### src/rtl/spi_cfg_seq_if.sv
// -----------------------------------------------------------------------------
// spi_cfg_seq_if
//
// System-bus link between the configuration sequencer and the SB_SPI hard IP
// register port.
//
// Signals:
//   sb_adr  [7:0]  register address           (master -> slave, SBADRi)
//   sb_dat  [7:0]  write data                 (master -> slave, SBDATi)
//   sb_we          write enable               (master -> slave, SBWRi)
//   sb_stb         bus strobe                 (master -> slave, SBSTBi)
//   sb_ack         acknowledge                (slave -> master, SBACKo)
// -----------------------------------------------------------------------------
interface spi_cfg_seq_if;
    logic [7:0] sb_adr;
    logic [7:0] sb_dat;
    logic       sb_we;
    logic       sb_stb;
    logic       sb_ack;

    modport master (
        output sb_adr,
        output sb_dat,
        output sb_we,
        output sb_stb,
        input  sb_ack
    );

    modport slave (
        input  sb_adr,
        input  sb_dat,
        input  sb_we,
        input  sb_stb,
        output sb_ack
    );
endinterface

### src/rtl/spi_cfg_seq.sv
// -----------------------------------------------------------------------------
// spi_cfg_seq
//
// Configuration sequencer for the SB_SPI hard IP. On a start pulse it walks a
// registered configuration ROM of {reg_addr[15:8], value[7:0]} entries and
// issues one system-bus register write per entry, stopping at the end-of-list
// marker (reg_addr == END_ADDR). A missing marker or an ack timeout ends the
// run with err set.
//
// Parameters:
//   MAX_ENTRIES  ROM depth scanned (<= 16, 4-bit ROM address)
//   END_ADDR     register address that terminates the list
//   ACK_TIMEOUT  strobe cycles to wait for sb_ack before aborting (8-bit)
//
// Ports:
//   clk, rst     system clock, synchronous active-high reset
//   start        one-cycle run request, honoured only when idle
//   rom_addr     registered ROM entry index
//   rom_data     ROM output, valid one cycle after rom_addr
//   sb           system-bus master (adr/dat/we/stb out, ack in)
//   busy         high whenever not idle
//   done         one-cycle pulse at the end of a run (success or error)
//   err          timeout or missing end marker; held until next start/rst
//   wr_count     acknowledged writes in the current or last run
// -----------------------------------------------------------------------------
module spi_cfg_seq #(
    parameter int unsigned MAX_ENTRIES = 16,
    parameter logic [7:0]  END_ADDR    = 8'hFF,
    parameter int unsigned ACK_TIMEOUT = 255
) (
    input  logic          clk,
    input  logic          rst,
    input  logic          start,
    output logic [3:0]    rom_addr,
    input  logic [15:0]   rom_data,
    spi_cfg_seq_if.master sb,
    output logic          busy,
    output logic          done,
    output logic          err,
    output logic [4:0]    wr_count
);

    typedef enum logic [2:0] {
        StIdle,
        StFetch,
        StLatch,
        StWrite,
        StFin,
        StErr
    } state_e;

    localparam logic [3:0] LastAddr = 4'(MAX_ENTRIES - 1);
    // Counter value at which the final allowed strobe cycle is reached; the
    // strobe drops at the end of that cycle, giving exactly ACK_TIMEOUT cycles.
    localparam logic [7:0] TmoLast  = 8'(ACK_TIMEOUT - 1);

    state_e state_q, state_d;

    logic [3:0] addr_q, addr_d;
    logic [7:0] adr_q, adr_d;
    logic [7:0] dat_q, dat_d;
    logic       we_q, we_d;
    logic       stb_q, stb_d;
    logic       done_q, done_d;
    logic       err_q, err_d;
    logic [4:0] cnt_q, cnt_d;
    logic [7:0] tmo_q, tmo_d;

    logic is_end;
    logic tmo_hit;
    logic last_entry;

    assign is_end     = (rom_data[15:8] == END_ADDR);
    assign tmo_hit    = (tmo_q == TmoLast);
    assign last_entry = (addr_q == LastAddr);

    // -------------------------------------------------------------------------
    // State register
    // -------------------------------------------------------------------------
    always_ff @(posedge clk) begin
        if (rst) begin
            state_q <= StIdle;
        end else begin
            state_q <= state_d;
        end
    end

    // -------------------------------------------------------------------------
    // Next-state logic
    // -------------------------------------------------------------------------
    always_comb begin
        state_d = state_q;
        unique case (state_q)
            StIdle: begin
                if (start) begin
                    state_d = StFetch;
                end
            end
            StFetch: begin
                state_d = StLatch;
            end
            StLatch: begin
                state_d = is_end ? StFin : StWrite;
            end
            StWrite: begin
                // An ack in the final timeout cycle still counts as a success.
                if (sb.sb_ack) begin
                    state_d = last_entry ? StErr : StFetch;
                end else if (tmo_hit) begin
                    state_d = StErr;
                end
            end
            StFin: begin
                state_d = StIdle;
            end
            StErr: begin
                state_d = StIdle;
            end
            default: begin
                state_d = StIdle;
            end
        endcase
    end

    // -------------------------------------------------------------------------
    // Output / datapath next-state logic (all outputs are registered)
    // -------------------------------------------------------------------------
    always_comb begin
        addr_d = addr_q;
        adr_d  = adr_q;
        dat_d  = dat_q;
        we_d   = we_q;
        stb_d  = stb_q;
        done_d = 1'b0;
        err_d  = err_q;
        cnt_d  = cnt_q;
        tmo_d  = tmo_q;

        unique case (state_q)
            StIdle: begin
                if (start) begin
                    addr_d = 4'd0;
                    cnt_d  = 5'd0;
                    err_d  = 1'b0;
                end
            end
            StFetch: begin
                // ROM samples addr_q this cycle; nothing to update.
            end
            StLatch: begin
                if (!is_end) begin
                    adr_d = rom_data[15:8];
                    dat_d = rom_data[7:0];
                    stb_d = 1'b1;
                    we_d  = 1'b1;
                    tmo_d = 8'd0;
                end
            end
            StWrite: begin
                if (sb.sb_ack) begin
                    stb_d = 1'b0;
                    we_d  = 1'b0;
                    cnt_d = cnt_q + 5'd1;
                    if (!last_entry) begin
                        addr_d = addr_q + 4'd1;
                    end
                end else if (tmo_hit) begin
                    // Abandon the write; it is not counted.
                    stb_d = 1'b0;
                    we_d  = 1'b0;
                end else begin
                    tmo_d = tmo_q + 8'd1;
                end
            end
            StFin: begin
                done_d = 1'b1;
            end
            StErr: begin
                err_d  = 1'b1;
                done_d = 1'b1;
            end
            default: begin
                stb_d = 1'b0;
                we_d  = 1'b0;
            end
        endcase
    end

    // -------------------------------------------------------------------------
    // Datapath / output registers
    // -------------------------------------------------------------------------
    always_ff @(posedge clk) begin
        if (rst) begin
            addr_q <= 4'd0;
            adr_q  <= 8'd0;
            dat_q  <= 8'd0;
            we_q   <= 1'b0;
            stb_q  <= 1'b0;
            done_q <= 1'b0;
            err_q  <= 1'b0;
            cnt_q  <= 5'd0;
            tmo_q  <= 8'd0;
        end else begin
            addr_q <= addr_d;
            adr_q  <= adr_d;
            dat_q  <= dat_d;
            we_q   <= we_d;
            stb_q  <= stb_d;
            done_q <= done_d;
            err_q  <= err_d;
            cnt_q  <= cnt_d;
            tmo_q  <= tmo_d;
        end
    end

    // -------------------------------------------------------------------------
    // Outputs
    // -------------------------------------------------------------------------
    assign rom_addr  = addr_q;
    assign sb.sb_adr = adr_q;
    assign sb.sb_dat = dat_q;
    assign sb.sb_we  = we_q;
    assign sb.sb_stb = stb_q;
    assign done      = done_q;
    assign err       = err_q;
    assign wr_count  = cnt_q;
    // Decoded from the state register only, so no input reaches it.
    assign busy      = (state_q != StIdle);

endmodule

### src/flat_wrapper.sv
// flat-port wrapper written by rule: the top's interface ports become plain ports
module spi_cfg_seq_flat 
#(
    parameter int unsigned MAX_ENTRIES = 16,
    parameter logic [7:0]  END_ADDR    = 8'hFF,
    parameter int unsigned ACK_TIMEOUT = 255
)
  (clk, rst, start, rom_addr, rom_data, busy, done, err, wr_count, sb_sb_adr, sb_sb_dat, sb_sb_we, sb_sb_stb, sb_sb_ack);
  spi_cfg_seq_if sb_i ();
  input  logic clk;
  input  logic rst;
  input  logic start;
  output logic [3:0] rom_addr;
  input  logic [15:0] rom_data;
  output logic busy;
  output logic done;
  output logic err;
  output logic [4:0] wr_count;
  output wire logic [$bits(sb_i.sb_adr)-1:0] sb_sb_adr;
  output wire logic [$bits(sb_i.sb_dat)-1:0] sb_sb_dat;
  output wire logic [$bits(sb_i.sb_we)-1:0] sb_sb_we;
  output wire logic [$bits(sb_i.sb_stb)-1:0] sb_sb_stb;
  input wire logic [$bits(sb_i.sb_ack)-1:0] sb_sb_ack;
  assign sb_sb_adr = sb_i.sb_adr;
  assign sb_sb_dat = sb_i.sb_dat;
  assign sb_sb_we = sb_i.sb_we;
  assign sb_sb_stb = sb_i.sb_stb;
  assign sb_i.sb_ack = sb_sb_ack;
  spi_cfg_seq #(.MAX_ENTRIES(MAX_ENTRIES), .END_ADDR(END_ADDR), .ACK_TIMEOUT(ACK_TIMEOUT)) u_core (.clk(clk), .rst(rst), .start(start), .rom_addr(rom_addr), .rom_data(rom_data), .sb(sb_i), .busy(busy), .done(done), .err(err), .wr_count(wr_count));
endmodule
### config.mk
export PLATFORM = sky130hd
export DESIGN_NAME = spi_cfg_seq_flat
export DESIGN_NICKNAME = d
export VERILOG_FILES = /design/src/rtl/spi_cfg_seq_if.sv /design/src/rtl/spi_cfg_seq.sv /design/src/flat_wrapper.sv
export SDC_FILE = /design/constraint.sdc
export NUM_CORES = 1
export LEC_CHECK = 0
export CORE_AREA = 2 2 54 106
export CTS_BUF_LIST = sky130_fd_sc_hd__clkbuf_8
export DETAILED_ROUTE_END_ITERATION = 8
export DIE_AREA = 0 0 56 108
export SYNTH_ARGS = -nofsm -noshare
export SYNTH_HDL_FRONTEND = slang
export SYNTH_SLANG_ARGS = --single-unit
### constraint.sdc
create_clock -name clk -period 4.6 [get_ports clk]
set_clock_uncertainty 0.05 [all_clocks]
set_input_delay 1.15 -clock clk [delete_from_list [all_inputs] [get_ports clk]]
set_output_delay 1.15 -clock clk [all_outputs]
set_load 0.005 [all_outputs]
==> run metrics, run 1 <==
DR vias 1,556; First DRT Iteration DRCs 22; placed cells 291; largest net degree at the start of global routing 20; CTS tree built; Hold Vio Cnt, Final 0; vias per cell 5.204; post-synth top area cell dfxtp_1; pwr dens 343.6 nW/um^2; setup TNS 0 ns; Slowest cell on crit path clkdlybuf4s50_1; fmax 0.3547 GHz; Post-synth EDFFs 0; post-CTS setup repair buffer count 0; CTS Buf Count 5; clock buffer depth 2; row count 37; WL final 4.158 mm; outcome finished clean; share of the synthesized area in the top cell type 43.88%; Overflow after GRT 0; Hold WC Path Type reg2reg; cells after synthesis 195; FFs w/ async S/R, synth 0%; Leak Pwr 0.8200 nW; clk slew on worst S/H paths 0.08 ns; endpoints failing setup 0; register area share after synthesis 43.88%; # DRC 0; antenna violations before repair 0; ANT nets after route 0; Synth Net Count 219; first-pass GRT wire length 6.775 mm; minimum clock period after layout 2.819 ns; die area 6048 sq um; Setup WS pre-CTS 1.535 ns; Final period util 61.28%; setup ws final 1.781 ns; Finished Layout Cells 299; post-route cell area 2387 sq um; Netlist Area Pre-Place 1779 sq um; Worst EP required 4.74 ns; worst skew pair latency 0.29 ns; slew at the pin with the worst max-slew slack 0.7052 ns; Critical Setup Path Class in2reg; crit end category flop; nets@finish 264; Root Buffer Master clkbuf_8; CP Data Arrival Time 2.96 ns; Initial Utilization 34.31%; crit-path max FO 11; Yosys reg bits 39; routed len/inst 13.91 microns; Ports 50; placed instance area 2255 sq um; Pre-Repair DR Iteration Count 4; vias in the first global route 1,470; Synth Warn # 0; crit-path max cell delay 0.64 ns; Primary FF master, synth dfxtp_1; RSZ-0062 raised after global routing false; main area contributors after synthesis dfxtp_1, mux2i_1, nor2_1; # diodes 0; Layout area overhead 34.18%; die width 56 microns; critical path launch point type primary input; gr usage total 14.32%; post-detail-place hpwl 3.016 mm; maxcap violations 0; Worst IR Drop VDD 0.2699 mV; Die H 108 microns; cts hold-fix bufs 0; share of post-route cells with drive strength above 1 5.809%; Mapped Avg Cell Area 9.124 sq um; Max transition margin 52.67%; htree depth 2; post-CTS sizing 0; GPL Wtd Cong 0.8300; distinct cell type count after synthesis 43; crit-path cells clkdlybuf4s50_1 > and4bb_2 > o21ai_1 > nand2_1 > a311oi_1; core footprint 5185 sq um; port buffer count 49; final slew viol count 0; Hold Slack 0.4283 ns; clk sink count 39
[stage by stage]
step           total power [mW]  util [%]
3_5_place_dp             0.4937     43.48
3_3_place_gp             0.4926     43.48
5_1_grt                  0.8522     46.04
2_1_floorplan            0.4470         -
4_1_cts                  0.8326     46.04
6_report                 0.8202     46.04
[sequential cells by signal (all words and copies together) (netlist names)]
| name | flops |
|---|---|
| u_core.done | 1 |
| u_core.err | 1 |
| u_core.rom_addr | 4 |
| u_core.sb.sb_adr | 8 |
| u_core.sb.sb_dat | 8 |
| u_core.sb.sb_we | 1 |
| u_core.state_q | 3 |
| u_core.tmo_q | 8 |
| u_core.wr_count | 5 |
[placed cells by master, fill, tap and decap left out, types with 3 or more instances in the layout]
cell and count:
clkdlybuf4s50_1 49, inv_1 5, a31oi_1 4, nand4_1 5, nor2_1 32, clkbuf_8 5, mux2i_1 16, nand3b_1 3
a21oi_1 9, nand3_1 14, nor3_1 6, o21ai_0 6, or3_1 4, ha_1 4, xor2_1 3, nand2_1 7
dfxtp_1 39
[kinds of logic (layout without fill, tap and decap cells)]
logic type                 after synthesis  after routing  synth area share (%)
and+or+nand+nor                         85             85                 24.83
buffers and inverters                   16             62                 6.188
muxes                                   16             16                 9.001
DFF                                     39             39                 43.88
adders and majority gates                4              4                 2.813
xor gates and xnor gates                 3              3                 1.477
AOI/OAI and AO/OA                       32             32                 11.82
[where the power goes]
group	switching [mW]	internal, mW	total, mW
combinational	0.0544	0.0657	0.120
clock	0.121	0.215	0.335
sequential	0.0126	0.352	0.365
total	0.188	0.632	0.820
[Yosys cell counts (3+ instances only)]
cell type   n
nand2_1     7
inv_1       4
nor3_1      6
nand4_1     5
a21oi_1     9
nor2_1     32
nand3b_1    3
nand3_1    14
ha_1        4
clkbuf_1    5
xor2_1      3
a31oi_1     4
or3_1       4
dfxtp_1    39
o21ai_0     6
mux2i_1    16
[critical path: cells and delay by family]
kind,cells,cell delay [ns]
buffers and inverters,1,0.64
AO/OA/AOI/OAI,2,0.67
AND/OR/NAND/NOR,2,0.49
[cell type report]
type | count | area [sq um]
inverters | 4 | 15.01
fillers | 511 | 2798
repair buffers | 50 | 498.0
well taps | 58 | 72.57
clock buffers | 5 | 68.82
multi-input cells | 140 | 888.4
clock inverters | 3 | 63.81
flip-flops and latches | 39 | 780.7
[metal layers]
layer	share of wire (%)	vias up	global-route usage (%)
met5	0	-	0
met4	3.6	0	8.163
met3	3.6	9	2.871
met2	54	41	25.21
met1	38	726	15.70
li1	-	780	-
[worst paths after layout]
| path | start | to | slack [ns] | cells past startpoint |
|---|---|---|---|---|
| worst max-delay path | sb_sb_ack | u_core.tmo_q[4] | 1.78 | 5 |
| worst min-delay path | u_core.err | u_core.err | 0.43 | 2 |
| worst max register to register | u_core.tmo_q[1] | u_core.tmo_q[4] | 2.66 | 5 |
| worst min register to register | u_core.err | u_core.err | 0.43 | 2 |
(Power assumes the default switching activity.)
==> run 2, diff against run 1 <==
==> constraint.sdc (replaced) <==
create_clock -name clk -period 2.3 [get_ports clk]
set_clock_uncertainty 0.05 [all_clocks]
set_input_delay 0.575 -clock clk [delete_from_list [all_inputs] [get_ports clk]]
set_output_delay 0.575 -clock clk [all_outputs]
set_load 0.005 [all_outputs]
==> run metrics, run 2 (same netlist as run 1, synthesis figures left out) <==
outcome finished clean; gr usage total 14.62% (+0.29 points); share of post-route cells with drive strength above 1 7.724% (+1.9 points); WL final 4.166 mm (+0.19%); r2r setup slk 0.39 ns (-2.27 ns); first-pass GRT wire length 6.989 mm (+3.2%); htree depth 2 (unchanged); die width 56 microns (unchanged); slew at the pin with the worst max-slew slack 0.6100 ns (-0.09520 ns); Buf/Inv on CP 2 (+1); RSZ-0062 raised after global routing false; Crit path depth 3 (-2); placed cells 296 (+1.7%); endpoints failing setup 0 (unchanged); setup TNS 0 ns (unchanged); most common cell after layout, fill and taps aside clkdlybuf4s50_1; Worst EP required 1.67 ns (-3.07 ns); fmax 0.4682 GHz; GPL Wtd Cong 0.8380 (+0.96%); reg2reg start u_core.state_q[1]; Root Buffer Master clkbuf_8; core footprint 5185 sq um (unchanged); Slowest cell on crit path clkdlybuf4s50_1; routed len/inst 13.70 microns (-1.5%); # DRC 0 (unchanged); minimum clock period after layout 2.136 ns; crit-path max cell delay 0.51 ns (-0.13 ns); die area 6048 sq um (unchanged); CP endpoint busy; row count 37 (unchanged); maxcap violations 0 (unchanged); # diodes 0 (unchanged); vias in the first global route 1,531 (+4.1%); Leak Pwr 0.8299 nW (+1.2%); final slew viol count 0 (unchanged); vias per cell 5.158 (-0.89%); Hold Vio Cnt, Final 0 (unchanged); clock buffer depth 2 (unchanged); crit-path max FO 10 (-1); CP Data Arrival Time 1.51 ns (-1.45 ns); ANT nets after route 0 (unchanged); clk sink count 39 (unchanged); crit end category primary output; Top Family by Delay on Critical Path buffers and inverters; Worst Reg-to-Reg Cells 4 (-1); First DRT Iteration DRCs 35 (+59%); Layout Utilization 46.11% (+0.072 points); antenna violations before repair 0 (unchanged); critical path launch point type flop; Hold Path Origin u_core.err; largest net degree at the start of global routing 26 (+30%); Ports 50 (unchanged); Critical Setup Path Class reg2out; crit-path cells nor3_2 > inv_1 > clkdlybuf4s50_1; clk slew on worst S/H paths 0.07 ns (about the same); Worst IR Drop VDD 0.5473 mV (+100%); Layout area overhead 34.39%; Die H 108 microns (unchanged); crit path from u_core.state_q[1]; pwr dens 593.8 nW/um^2 (+73%); worst skew pair latency 0.29 ns (about the same); Finished Layout Cells 304 (+1.7%); CTS Buf Count 5 (unchanged); post-detail-place hpwl 3.133 mm (+3.9%); Hold WC Path Type reg2reg; Initial Utilization 34.31% (unchanged); Pre-Repair DR Iteration Count 4 (unchanged); most frequent cells in the layout clkdlybuf4s50_1, dfxtp_1, nor2_1, mux2i_1, nand3_1; Final period util 92.86%; Overflow after GRT 0 (unchanged); CTS tree built; nets@finish 269 (+1.9%); reg2reg end u_core.sb.sb_we; Max transition margin 59.06% (+6.4 points); port buffer count 49 (unchanged); DR vias 1,568 (+0.77%)
run 2: worst register-to-register path, cell delays in order, from the launching register on:
cell and delay, ns:
dfxtp_1 0.50, or3b_4 0.46, o21ba_4 0.46, nor2_1 0.08
a311oi_1 0.27
run 2: timing repair:
item | in CTS | in global routing
setup buffers | 0 | 0
resized for setup | 0 | 1
hold buffers | 0 | 0
endpoints found under the setup margin | 0 | 1
run 2: layout make-up:
cell class	instances	area, sq um
clock inverter	3	12.51
clock buffer	5	68.82
inverter	4	15.01
multi-input combinational	140	893.4
sequential	39	780.7
fill	518	2794
timing repair buffer	55	548.0
tap	58	72.57
run 2: through the flow:
stage	worst slack, ns	power (mW)	cell area, sq um	hold WS, ns
floorplan	0.4639	0.8940	1779	0.4098
global placement	0.08508	0.9975	2305	0.4158
detailed placement	0.05465	0.9986	2305	0.4132
CTS	0.07915	1.441	2386	0.4289
global route	0.07113	1.494	2391	0.4429
finish	0.1642	1.420	2391	0.4214
run 2: per-layer routing:
layer	track usage, %	wire length [microns]	share of wire [%]
met1	15.24	1526	37
met2	27.48	2369	57
met3	3.230	169	4.1
met4	6.122	100	2.4
met5	0	0	0
run 2: how the worst min path moves through the flow:
stage          slack (ns)         end  cells after the start
6_report             0.42  u_core.err                      2
5_1_grt              0.44  u_core.err                      2
4_1_cts              0.43  u_core.err                      2
3_5_place_dp         0.41  u_core.err                      2
3_3_place_gp         0.42  u_core.err                      2
2_1_floorplan        0.41  u_core.err                      2
run 2: power by group:
group | internal (mW) | switching, mW | leakage (nW) | total, mW
clock | 0.204 | 0.233 | 0.0505 | 0.437
sequential | 0.705 | 0.0267 | 0.315 | 0.731
combinational | 0.143 | 0.109 | 0.464 | 0.252
total | 1.05 | 0.368 | 0.830 | 1.42
